**src/rtl/param_alu_unit.sv**
```systemverilog
// Registered, parametrised ALU: single-cycle ops pass through EXEC, and MUL is a WIDTH-step shift-add.
// Define PALU_MUL_EN to build the multiplier; without it opcode 8 reports error and result_hi stays 0.
module param_alu_unit #(
  parameter int WIDTH = 4
) (
  input  logic             clock,
  input  logic             reset,
  input  logic             enable,
  input  logic [3:0]       operation,
  input  logic [WIDTH-1:0] operand_a,
  input  logic [WIDTH-1:0] operand_b,
  output logic [WIDTH-1:0] result,
  output logic [WIDTH-1:0] result_hi,
  output logic             carry,
  output logic             zero,
  output logic             error,
  output logic             busy,
  output logic             valid
);

  localparam logic [3:0] OP_ADD  = 4'd0;
  localparam logic [3:0] OP_SUB  = 4'd1;
  localparam logic [3:0] OP_AND  = 4'd2;
  localparam logic [3:0] OP_OR   = 4'd3;
  localparam logic [3:0] OP_XOR  = 4'd4;
  localparam logic [3:0] OP_NOT  = 4'd5;
  localparam logic [3:0] OP_SHL  = 4'd6;
  localparam logic [3:0] OP_SHR  = 4'd7;
  localparam logic [3:0] OP_PASS = 4'd9;

  typedef enum logic [1:0] {
    IDLE = 2'd0,
`ifdef PALU_MUL_EN
    MULT = 2'd2,
`endif
    EXEC = 2'd1
  } state_t;

  state_t           state_r, state_nxt_s;
  logic [3:0]       op_r;
  logic [WIDTH-1:0] a_r, b_r;
  logic [WIDTH-1:0] result_r;
  logic             carry_r, zero_r, error_r, busy_r, valid_r;
  logic [WIDTH-1:0] alu_res_s;
  logic             alu_carry_s, alu_err_s;

`ifdef PALU_MUL_EN
  localparam logic [3:0] OP_MUL = 4'd8;
  localparam int         CW     = $clog2(WIDTH + 1);
  localparam logic [CW-1:0] CNT_LAST = CW'(WIDTH);

  // prod_r holds {partial high half, remaining multiplier bits}; it shifts right once per step.
  logic [2*WIDTH-1:0] prod_r;
  logic [CW-1:0]      cnt_r;
  logic [WIDTH-1:0]   result_hi_r;
  logic [WIDTH:0]     mul_sum_s;
  logic               start_mul_s;

  assign start_mul_s = (operation == OP_MUL);
  assign mul_sum_s   = {1'b0, prod_r[2*WIDTH-1:WIDTH]}
                     + (prod_r[0] ? {1'b0, a_r} : {(WIDTH+1){1'b0}});
  assign result_hi   = result_hi_r;
`else
  assign result_hi   = {WIDTH{1'b0}};
`endif

  // Single-cycle operation result from the latched operands.
  always_comb begin
    alu_res_s   = {WIDTH{1'b0}};
    alu_carry_s = 1'b0;
    alu_err_s   = 1'b0;
    case (op_r)
      OP_ADD:  {alu_carry_s, alu_res_s} = {1'b0, a_r} + {1'b0, b_r};
      OP_SUB:  begin alu_res_s = a_r - b_r; alu_carry_s = (a_r < b_r); end
      OP_AND:  alu_res_s = a_r & b_r;
      OP_OR:   alu_res_s = a_r | b_r;
      OP_XOR:  alu_res_s = a_r ^ b_r;
      OP_NOT:  alu_res_s = ~a_r;
      OP_SHL:  begin alu_res_s = {a_r[WIDTH-2:0], 1'b0}; alu_carry_s = a_r[WIDTH-1]; end
      OP_SHR:  begin alu_res_s = {1'b0, a_r[WIDTH-1:1]}; alu_carry_s = a_r[0]; end
      OP_PASS: alu_res_s = b_r;
      default: alu_err_s = 1'b1;
    endcase
  end

  // Next-state logic.
  always_comb begin
    state_nxt_s = state_r;
    case (state_r)
      IDLE: begin
        if (!enable) state_nxt_s = IDLE;
`ifdef PALU_MUL_EN
        else if (start_mul_s) state_nxt_s = MULT;
`endif
        else state_nxt_s = EXEC;
      end
      EXEC: state_nxt_s = IDLE;
`ifdef PALU_MUL_EN
      MULT: begin
        if (cnt_r == CNT_LAST) state_nxt_s = IDLE;
        else state_nxt_s = MULT;
      end
`endif
      default: state_nxt_s = IDLE;
    endcase
  end

  // State register.
  always_ff @(posedge clock or posedge reset) begin
    if (reset) state_r <= IDLE;
    else       state_r <= state_nxt_s;
  end

  // Operand latch, multiplier steps and registered outputs; valid_r defaults low so it pulses.
  always_ff @(posedge clock or posedge reset) begin
    if (reset) begin
      op_r     <= 4'd0;
      a_r      <= {WIDTH{1'b0}};
      b_r      <= {WIDTH{1'b0}};
      result_r <= {WIDTH{1'b0}};
      carry_r  <= 1'b0;
      zero_r   <= 1'b0;
      error_r  <= 1'b0;
      busy_r   <= 1'b0;
      valid_r  <= 1'b0;
`ifdef PALU_MUL_EN
      prod_r      <= {(2*WIDTH){1'b0}};
      cnt_r       <= {CW{1'b0}};
      result_hi_r <= {WIDTH{1'b0}};
`endif
    end else begin
      valid_r <= 1'b0;
      case (state_r)
        IDLE: begin
          if (enable) begin
            op_r   <= operation;
            a_r    <= operand_a;
            b_r    <= operand_b;
            busy_r <= 1'b1;
`ifdef PALU_MUL_EN
            cnt_r  <= {CW{1'b0}};
            prod_r <= {{WIDTH{1'b0}}, operand_b};
`endif
          end
        end
        EXEC: begin
          result_r <= alu_res_s;
          carry_r  <= alu_carry_s;
          zero_r   <= (alu_res_s == {WIDTH{1'b0}});
          error_r  <= alu_err_s;
          valid_r  <= 1'b1;
          busy_r   <= 1'b0;
`ifdef PALU_MUL_EN
          result_hi_r <= {WIDTH{1'b0}};
`endif
        end
`ifdef PALU_MUL_EN
        MULT: begin
          if (cnt_r == CNT_LAST) begin
            result_r    <= prod_r[WIDTH-1:0];
            result_hi_r <= prod_r[2*WIDTH-1:WIDTH];
            carry_r     <= 1'b0;
            zero_r      <= (prod_r == {(2*WIDTH){1'b0}});
            error_r     <= 1'b0;
            valid_r     <= 1'b1;
            busy_r      <= 1'b0;
          end else begin
            prod_r <= {mul_sum_s, prod_r[WIDTH-1:1]};
            cnt_r  <= cnt_r + {{(CW-1){1'b0}}, 1'b1};
          end
        end
`endif
        default: begin
          busy_r <= 1'b0;
        end
      endcase
    end
  end

  assign result = result_r;
  assign carry  = carry_r;
  assign zero   = zero_r;
  assign error  = error_r;
  assign busy   = busy_r;
  assign valid  = valid_r;

endmodule
```
**config.mk**
```make
export PLATFORM = sky130hd
export DESIGN_NAME = param_alu_unit
export DESIGN_NICKNAME = d
export VERILOG_FILES = /design/src/rtl/param_alu_unit.sv
export SDC_FILE = /design/constraint.sdc
export NUM_CORES = 1
export LEC_CHECK = 0
export ABC_CLOCK_PERIOD_IN_PS = 4400
export BUFFER_PORTS_ARGS = -buffer_cell sky130_fd_sc_hd__clkbuf_2
export CAP_MARGIN = 20
export CORE_UTILIZATION = 47
export DETAILED_ROUTE_END_ITERATION = 16
export PLACE_DENSITY_LB_ADDON = 0.08
export SETUP_SLACK_MARGIN = 0.4
export SLEW_MARGIN = 0
export SYNTH_ARGS = -nofsm -noshare
export SYNTH_HDL_FRONTEND = slang
export SYNTH_SLANG_ARGS = --single-unit
```
**constraint.sdc**
```tcl
create_clock -name clock -period 4.4 [get_ports clock]
set_input_delay 0.66 -clock clock [delete_from_list [all_inputs] [get_ports clock]]
set_output_delay 0.66 -clock clock [all_outputs]
set_load 0.1 [all_outputs]
```
# Yosys cells after proc, flatten, opt, wreduce, memory -nomap -nowiden
# Cells that the tools add are included.
[totals] output_inout_bits=13 elab_cells=40 ff_bits=23 inputBits=15
[classes] addsub=2 eq_ne=10 mux=8 n_lt_le_gt_ge=1 n_reduce_logical=5 bitwise_logic=4
[op_table] operator="case mux 4 bit (9 select lines)" n=1
[op_table] operator="equality test 4 x 3 -> 1 bit, second input constant" n=4
[op_table] operator="OR reduction 9 bit" n=1
[op_table] operator="equality test 4 x 2 -> 1 bit, second input constant" n=2
[op_table] operator="logical NOT 4 bit" n=2
[op_table] operator="adder 4 x 4 -> 5 bit" n=1
[op_table] operator="2-to-1 mux 1 bit" n=5
[op_table] operator="AND 4 bit" n=1
[op_table] operator="equality test 4 x 1 -> 1 bit, second input constant" n=1
[op_table] operator="equality test 4 bit, second input constant" n=1
[op_table] operator="< comparator 4 bit" n=1
[op_table] operator="NOT 4 bit" n=1
[op_table] operator="OR 4 bit" n=1
[op_table] operator="case mux 1 bit (4 select lines)" n=1
[op_table] operator="subtractor 4 bit" n=1
[op_table] operator="bitwise XOR 4 bit" n=1
[op_table] operator="equality test 2 x 1 -> 1 bit, second input constant" n=1
[op_table] operator="logical NOT 2 bit" n=1
[op_table] operator="2-to-1 mux 2 bit" n=1
[op_table] operator="!= test 2 bit, second input constant" n=1
[op_table] operator="AND reduction 2 bit" n=1

# Depth between registers and ports, before layout
# Gate-level depths: netlist (run 1).
[logic_depth] depth_word=3 mapped_depth=8 mapped_depth_nobuf=8

# Worst setup path after synthesis (run 1)
# No wires, ideal clock.
[synth_path] kind="reg2reg" start="register a_r[0]" end="register zero_r (netlist: zero)" t_required_ns=4.296 slack_ns=2.089 t_arrival_ns=2.208 n_path_buf=0 setup_ns=0.104 period_less_slack_ns=2.311 stages_incl_launch_ff=9 path_cell_list="dfrtp_1 -> inv_1 -> ha_1 -> fa_1 -> mux2i_1 -> xor2_1 -> nor2_1 -> or4_4 -> o41ai_2"
[synth_between] elab_chain_len=3 elab_cells_between_ends=8 cone_classes="add/sub (2); mux (1); bitwise (4); reduce/logical (1)"
[synth_lines] element="start, declared" line="41" text="logic [WIDTH-1:0] a_r, b_r;"
[synth_lines] element="start signal, assigned" line="118" text="a_r <= {WIDTH{1'b0}};"
[synth_lines] element="start signal, assigned" line="137" text="a_r <= operand_a;"
[synth_lines] element="subtractor 4 bit, or another cell as far along" line="74" text="OP_SUB: begin alu_res_s = a_r - b_r; alu_carry_s = (a_r < b_r); end"
[synth_lines] element="case mux 4 bit (9 select lines) *" line="72" text="case (op_r)"
[synth_lines] element="logical NOT 4 bit *" line="149" text="zero_r <= (alu_res_s == {WIDTH{1'b0}});"
[synth_lines] element="end signal, assigned" line="149"
[synth_lines] element="end, declared" line="43" text="logic carry_r, zero_r, error_r, busy_r, valid_r;"
# Every way passes the cells marked *; elsewhere a longest branch is shown, timed or not.
# A chain may end at the register's enable or synchronous reset.

# Worst setup path after layout (run 1)
# Same ends and word-level chain as after synthesis.

==> impl_metrics.toml, run 1 <==
[place]
dpl.cell_count = 225
hpwl_um = 2370
place.gp.congestion = 0.898
port-buffer-count = 23
dpl_cell_area_sq_um = 1640
dp_slack_ns = 1.90

[cells_and_area]
layout-drive-gt1-share_pct = 17.9
seqCellArea_sq_um = 551
fillers = 304
final_area_sq_um = 1660
instances_no_fill = 228
multi_input_area_sq_um = 856
area_growth_pct = 8.60
finalNetCount = 215
diodes = 0

[hold_path]
hold_class = "in -> async"

[timing]
drv_slew = 0
slew_headroom_pct = 46.6
period_share_pct = 57.0
setup_viol = 0
setup_ws_ns = 1.89
finClkSkew_ns = 0.00163
tns_ns = 0
report.final.hold_viol_count = 0
worst_pin_slew_ns = 0.800
max_freq_mhz = 399
rsz0062_at_grt = "no"
period_needed_ns = 2.51

[cts]
cts_max_level = 1
clk_path_buf_depth = 2
root_buffer = "clkbuf_4"
cts_buffers = 3
cts_setup_buffers = 0
holdBufCountCts = 0
clock_latency_ns = 0.30
cts_resized = 0
clk_pin_slew_worst_paths_ns = 0.12
cts_tree = "done"
cts_num_sinks = 22

[floorplanning]
initial_core_util_pct = 49.6
num_rows = 20
ioPinCount = 28
coreArea_sq_um = 3080
die_w_um = 59.0
die_height_um = 59.0
fp.dieArea_sq_um = 3480

[pwr]
leakagePower_nw = 0.775
ir_drop_uv = 149
power_mw = 0.736
power_density_nw_per_um2 = 444

[critical_path]
crit_path_end_kind = "flip-flop"
r2r-start = "a_r[0]"
start_kind = "flip-flop"
cp_max_fo = 4
cp.arrival_ns = 2.72
crit_required_ns = 4.61
rrSetupSlack_ns = 1.89
reg2reg_depth = 8
path_class = "reg -> reg"
r2r-end = "zero"

[grt]
overflow = 0
grt_antenna_before_repair = 0
first_global_vias = 1118
grt_max_degree = 26
grt_usage_pct = 20.2
grt_pass1_wl_um = 5410

[job]
cap_violations = 0

[drt]
wl_um = 3090
drtIter0Drc = 74
drtPass1Iterations = 4
drt_drc_violations_left = 0
wl_per_cell_um = 13.5
via_per_inst = 5.31
final_antenna_net_count = 0
vias = 1210

[synth]
syn_inst = 168
syn_area_sq_um = 1530
seq_area_frac_synth_pct = 36.0
synth.largest_area_cell = "dfrtp_1"
synth-seq-cells = 22
async_reset_ff_share_pct = 100
synthTopCellsByArea = "dfrtp_1 36%, ha_1 9.8%, nand2_1 4.4%"
syn_avg_cell_area_sq_um = 9.09
yosysWarnings = 0
yosysUniqueCellTypes = 48
synth_top_area_share_pct = 36.0
synth_ff_type = "dfrtp_1"
synth_common_cells = "22 x dfrtp_1, 18 x nand2_1, 14 x inv_1, 13 x o21ai_0, 12 x ha_1"
yosysMostFrequentCell = "dfrtp_1"
synth_edf_count = 0

[outcome]
outcome = "complete, no violations"
## registers in the layout, summed over array words and instances, names as in the netlist
name,flops
a_r,4
b_r,4
busy,1
carry,1
error,1
op_r,4
result,4
state_r,1
valid,1
zero,1
## how the worst max path moves through the flow
stage | from | to | slack (ns) | depth (start not counted)
finish | a_r[0] | zero | 1.89 | 8
global route | a_r[0] | zero | 1.75 | 8
CTS | a_r[0] | zero | 1.88 | 8
detailed placement | a_r[0] | zero | 1.90 | 8
global placement | a_r[0] | zero | 2.00 | 8
floorplan | a_r[0] | zero | 2.09 | 8
## power by group
part / internal (mW) / total (mW) / switching [mW] / leakage (nW)
clock network: 0.0320 / 0.0909 / 0.0589 / 0.0138
registers: 0.235 / 0.281 / 0.0459 / 0.269
logic: 0.104 / 0.364 / 0.261 / 0.493
## final cells by class
class,count,area share (%)
sequential,22,33.2
timing repair buffer,24,7.39
inverter,14,3.17
multi-input combinational,121,51.6
clock buffer,3,1.36
tap,44,3.32
## metrics by stage
step,hold slack [ns],utilization [%]
final,0.467,53.9
after detailed placement,0.467,53.2
after global routing,0.514,53.9
after global placement,0.461,53.2
after floorplan,0.352,-
after CTS,0.495,53.9
## cells by family after synthesis
group           count (synthesis)  share of synthesized area [%]
mux                             5                           4.42
flops                          22                           36.0
xor+xnor                        1                          0.573
fa+ha+maj                      14                           12.4
other cells                     1                          0.245
buf+inv                        28                           8.68
compound gates                 45                           19.8
simple gates                   52                           17.8
## layer usage
metal | share of wire (%) | vias up | global-route usage [%] | wire length [um]
met5 | 0 | - | 0 | 0
met4 | 1.1 | 0 | 5.44 | 34
met3 | 4.5 | 5 | 2.62 | 139
met2 | 47 | 44 | 32.6 | 1460
met1 | 47 | 548 | 28.5 | 1460
li1 | - | 613 | - | -
## critical path: stages (launching register included)
cell,delay (ns)
dfrtp_1,0.41
inv_1,0.11
ha_1,0.24
fa_1,0.40
mux2i_1,0.19
xor2_1,0.17
nor2_1,0.06
or4_4,0.52
o41ai_2,0.34
## layout by cell type (no fill, tap or decap), types with 3 or more instances in the layout
cell / netlist / layout
clkbuf_2: 0 / 23
dfrtp_1: 22 / 22
nand2_1: 18 / 18
inv_1: 14 / 14
o21ai_0: 13 / 13
ha_1: 12 / 12
nor2_1: 7 / 7
nor2b_1: 6 / 6
a21oi_1: 6 / 6
o21ai_1: 4 / 4
conb_1: 1 / 4
mux2i_1: 3 / 3
nor4_1: 3 / 3
or3_1: 3 / 3
clkbuf_4: 0 / 3
No activity file was read; power rests on OpenSTA's default activity.
==> run 2, diff against run 1 <==
--- a/config.mk
+++ b/config.mk
@@ -5,7 +5,7 @@
 export SDC_FILE = /design/constraint.sdc
 export NUM_CORES = 1
 export LEC_CHECK = 0
-export ABC_CLOCK_PERIOD_IN_PS = 4400
+export ABC_CLOCK_PERIOD_IN_PS = 2290
 export BUFFER_PORTS_ARGS = -buffer_cell sky130_fd_sc_hd__clkbuf_2
 export CAP_MARGIN = 20
 export CORE_UTILIZATION = 47
==> constraint.sdc (replaced) <==
create_clock -name clock -period 2.29 [get_ports clock]
set_input_delay 0.3435 -clock clock [delete_from_list [all_inputs] [get_ports clock]]
set_output_delay 0.3435 -clock clock [all_outputs]
set_load 0.1 [all_outputs]
==> run 2 against run 1 <==
Against the previous run: clock skew increased by 0.0043 ns; worst hold slack worse by 0.33 ns; core utilization increased by 3.4 points; critical path depth stayed put; global-route usage grew 2.6 points; sequential power up 89%; largest cell class unchanged.
==> impl_metrics.toml, run 2 (synthesis results as in run 1) <==
[floorplanning]
fp.dieArea_sq_um = 3480
die_height_um = 59.0
die_w_um = 59.0
num_rows = 20
coreArea_sq_um = 3080
initial_core_util_pct = 49.6
ioPinCount = 28

[critical_path]
cp.arrival_ns = 2.44
path_class = "reg -> reg"
max_stage_delay_ns = 0.44
critPathSlowestCell = "dfrtp_2"
rrSetupSlack_ns = 0.09
crit_chain = "inv_2 > ha_4 > fa_2 > mux2i_1 > xor2_1 > nor2_1 > or4_4 > o41ai_2"
cp_num_buf_inv = 1
cp_max_fo = 4
crit_path_end_kind = "flip-flop"
crit_required_ns = 2.53
crit_family = "adder cells"
start_kind = "flip-flop"

[grt]
grt_pass1_wl_um = 5820
overflow = 0
grt_antenna_before_repair = 0
grt_max_degree = 23
grt_usage_pct = 22.7
first_global_vias = 1191

[drt]
drtIter0Drc = 84
final_antenna_net_count = 0
drtPass1Iterations = 4
wl_per_cell_um = 14.6
vias = 1274
drt_drc_violations_left = 0
via_per_inst = 5.42
wl_um = 3430

[place]
port-buffer-count = 23
dpl.cell_count = 229
hpwl_um = 2560
dp_slack_ns = 0.0732
dpl_cell_area_sq_um = 1690
place.gp.congestion = 0.871

[timing]
finClkSkew_ns = 0.00590
worst_pin_slew_ns = 0.845
max_freq_mhz = 454
hold_ws_ns = 0.141
report.final.hold_viol_count = 0
rsz0062_at_grt = "yes"
setup_ws_ns = 0.0875
tns_ns = 0
period_needed_ns = 2.20
setup_viol = 0
period_share_pct = 96.2
slew_headroom_pct = 43.6
drv_slew = 0

[hold_path]
hold_class = "in -> async"

[cts]
clk_path_buf_depth = 2
cts_buffers = 3
holdBufCountCts = 0
clock_latency_ns = 0.33
cts_num_sinks = 22
clk_pin_slew_worst_paths_ns = 0.13
cts_max_level = 1
root_buffer = "clkbuf_4"
cts_tree = "done"

[cells_and_area]
final_area_sq_um = 1760
instances_no_fill = 235
fillers = 275
fin_util_pct = 57.3
area_growth_pct = 15.5
diodes = 0
layout-drive-gt1-share_pct = 27.2
final_common_cell = "clkbuf_2"
most-common-layout-cells = "23 x clkbuf_2, 18 x nand2_1, 18 x dfrtp_1"
finalNetCount = 221

[pwr]
switching_share_pct = 48.8
internal_power_mw = 0.777
ir_drop_uv = 314
pwr-share-seq_pct = 35.0
power_mw = 1.52
p_sw_mw = 0.740
clock_power_share_pct = 15.1
leakagePower_nw = 0.805
p_comb_share_pct = 49.8
power_density_nw_per_um2 = 860

[job]
cap_violations = 0

[outcome]
outcome = "complete, no violations"
run 2: final cells by class:
type / instances / area (sq um) / area share [%]
Timing Repair Buffer: 30 / 168 / 9.50
Clock buffer: 4 / 36.3 / 2.06
Inverter: 14 / 52.6 / 2.98
Sequential cell: 22 / 556 / 31.5
Multi-Input combinational cell: 121 / 897 / 50.9
Tap cell: 44 / 55.1 / 3.12
run 2: power by group through the flow:
| stage | clock [mW] | combinational, mW | sequential, mW |
|---|---|---|---|
| 2_1_floorplan | 0 | 0.370 | 0.764 |
| 3_3_place_gp | 0 | 0.727 | 0.533 |
| 3_5_place_dp | 0 | 0.736 | 0.537 |
| 4_1_cts | 0.232 | 0.753 | 0.532 |
| 5_1_grt | 0.253 | 0.816 | 0.542 |
| 6_report | 0.229 | 0.756 | 0.532 |
run 2: metal layers:
| layer | up-vias | wire, um | global-route usage, % |
|---|---|---|---|
| met5 | - | 0 | 0 |
| met4 | 0 | 67 | 10.5 |
| met3 | 5 | 143 | 3.28 |
| met2 | 40 | 1660 | 36.0 |
| met1 | 604 | 1560 | 30.7 |
| li1 | 625 | - | - |
run 2: final timing paths:
| kind | start | end | depth (start not counted) |
|---|---|---|---|
| setup / recovery | a_r[0] | zero | 8 |
| hold reg to reg | error | error | 1 |
| max in group asynchronous | reset | a_r[0] | 2 |
| min in group clock | operation[2] | op_r[2] | 3 |
| setup reg to reg | a_r[0] | zero | 8 |
| hold / removal | reset | valid | 2 |
run 2: what timing repair did:
item / in CTS / in global routing
pin swaps: 2 / 1
buffers inserted: 2 / 0
resized for setup: 7 / 1
hold endpoints to repair: 0 / 0
endpoints found under the setup margin: 4 / 4
==> run 3, diff against run 2 <==
--- a/config.mk
+++ b/config.mk
@@ -5,9 +5,10 @@
 export SDC_FILE = /design/constraint.sdc
 export NUM_CORES = 1
 export LEC_CHECK = 0
-export ABC_CLOCK_PERIOD_IN_PS = 2290
+export ABC_CLOCK_PERIOD_IN_PS = 2400
 export BUFFER_PORTS_ARGS = -buffer_cell sky130_fd_sc_hd__clkbuf_2
 export CAP_MARGIN = 20
+export CORE_ASPECT_RATIO = 0.9
 export CORE_UTILIZATION = 47
 export DETAILED_ROUTE_END_ITERATION = 16
 export PLACE_DENSITY_LB_ADDON = 0.08
==> constraint.sdc (replaced) <==
create_clock -name clock -period 2.4 [get_ports clock]
set_input_delay 0.36 -clock clock [delete_from_list [all_inputs] [get_ports clock]]
set_output_delay 0.36 -clock clock [all_outputs]
set_load 0.1 [all_outputs]
==> run 3 against run 2 <==
Against the previous run: final area fell by 1.8%; clock power fell by 8.7%; combinational power is 4.5% lower; largest cell class unchanged; highest routed layer unchanged.
==> impl_metrics.toml, run 3 (synthesis results as in run 1) <==
[grt]
grt_usage_pct = 22.3
grt_pass1_wl_um = 5740
first_global_vias = 1238
overflow = 0
grt_max_degree = 25
grt_antenna_before_repair = 0

[cells_and_area]
seqCellArea_sq_um = 552
diodes = 0
final_area_sq_um = 1730
layout-drive-gt1-share_pct = 23.3
instances_no_fill = 231
multi_input_area_sq_um = 887
final_common_cell = "clkbuf_2"
fin_util_pct = 56.5
most-common-layout-cells = "23 x clkbuf_2, 21 x dfrtp_1, 18 x nand2_1"
area_growth_pct = 13.4
fillers = 286
finalNetCount = 219

[critical_path]
crit_path_end_kind = "flip-flop"
start_kind = "flip-flop"
startpoint = "b_r[0]"
cp_max_fo = 4
path_class = "reg -> reg"
critPathCapture = "zero"
r2r-end = "zero"
crit_required_ns = 2.61
rrSetupSlack_ns = 0.15
r2r-start = "b_r[0]"
reg2reg_depth = 7
cp.arrival_ns = 2.47

[floorplanning]
ioPinCount = 28
initial_core_util_pct = 49.8
fp.dieArea_sq_um = 3480
coreArea_sq_um = 3070
num_rows = 19
die_w_um = 62.1
die_height_um = 56.1

[timing]
max_freq_mhz = 443
period_needed_ns = 2.25
finClkSkew_ns = 0.0131
report.final.hold_viol_count = 0
period_share_pct = 94.0
setup_viol = 0
rsz0062_at_grt = "yes"
slew_headroom_pct = 45.1
worst_pin_slew_ns = 0.823
tns_ns = 0
drv_slew = 0

[cts]
root_buffer = "clkbuf_4"
clock_latency_ns = 0.32
holdBufCountCts = 0
clk_pin_slew_worst_paths_ns = 0.13
cts_tree = "done"
cts_buffers = 3
clk_path_buf_depth = 2
cts_max_level = 1
cts_num_sinks = 22

[drt]
via_per_inst = 5.52
vias = 1275
final_antenna_net_count = 0
drtPass1Iterations = 4
drt_drc_violations_left = 0
wl_um = 3360
wl_per_cell_um = 14.6
drtIter0Drc = 46

[place]
hpwl_um = 2580
dpl.cell_count = 226
place.gp.congestion = 0.889
dpl_cell_area_sq_um = 1680
port-buffer-count = 23

[outcome]
outcome = "complete, no violations"

[job]
cap_violations = 0

[pwr]
power_density_nw_per_um2 = 827
ir_drop_uv = 477
power_mw = 1.43
leakagePower_nw = 0.797

[hold_path]
hold_class = "in -> async"
## run 3: cell count changes in the layout (fill, tap and decap cells not counted)
cell,delta
a211oi_1,+1
a211oi_2,-1
buf_4,-2
dfrtp_1,+3
dfrtp_2,-3
ha_2,+1
ha_4,-1
inv_1,+1
inv_2,-1
o22ai_1,+1
o22ai_2,-1
o41ai_2,-1
o41ai_4,+1
## run 3: repair_timing
item / CTS / global route
pin swaps: 0 / 0
setup endpoints to repair: 2 / 3
gates resized for setup: 1 / 1
setup buffers: 1 / 0
## run 3: through the flow
stage	worst slack (ns)	hold WS (ns)
after floorplan	0.312	0.349
after global placement	0.236	0.462
after detailed placement	0.160	0.472
after CTS	0.131	0.198
after global routing	0.0534	0.257
final	0.145	0.161
## run 3: power by group
part           switching [mW]  total (mW)  internal (mW)
Sequential             0.0700       0.502          0.432
Clock                   0.116       0.209         0.0927
Combinational           0.512       0.722          0.210
## run 3: worst min path at each step
stage | end | cells past startpoint | slack, ns | start
after detailed placement | result[2] | 1 | 0.47 | result[2]
after global routing | op_r[1] | 2 | 0.26 | reset
after global placement | error | 1 | 0.46 | error
after floorplan | a_r[0] | 1 | 0.35 | reset
after CTS | op_r[1] | 2 | 0.20 | reset
final | op_r[1] | 2 | 0.16 | reset
## run 3: cell type report
class / count / area share [%]
clock buffers: 4 / 2.09
inverters: 14 / 3.03
multi-input cells: 121 / 51.2
flip-flops and latches: 22 / 31.8
well taps: 42 / 3.03
repair buffers: 28 / 8.81
## run 3: worst max-delay path: stages (launching register included)
cell     delay [ns]
dfrtp_1        0.46
ha_2           0.24
fa_2           0.36
mux2i_1        0.16
xor2_1         0.16
nor2_1         0.05
or4_4          0.43
o41ai_4        0.29
## run 3: routing by layer
layer  track usage, %  routed length, um  vias up
met2             35.9               1600       32
met1             31.8               1580      617
met3             2.09                141        5
met5                0                  0        -
met4             5.71                 34        0
li1                 -                  -      621
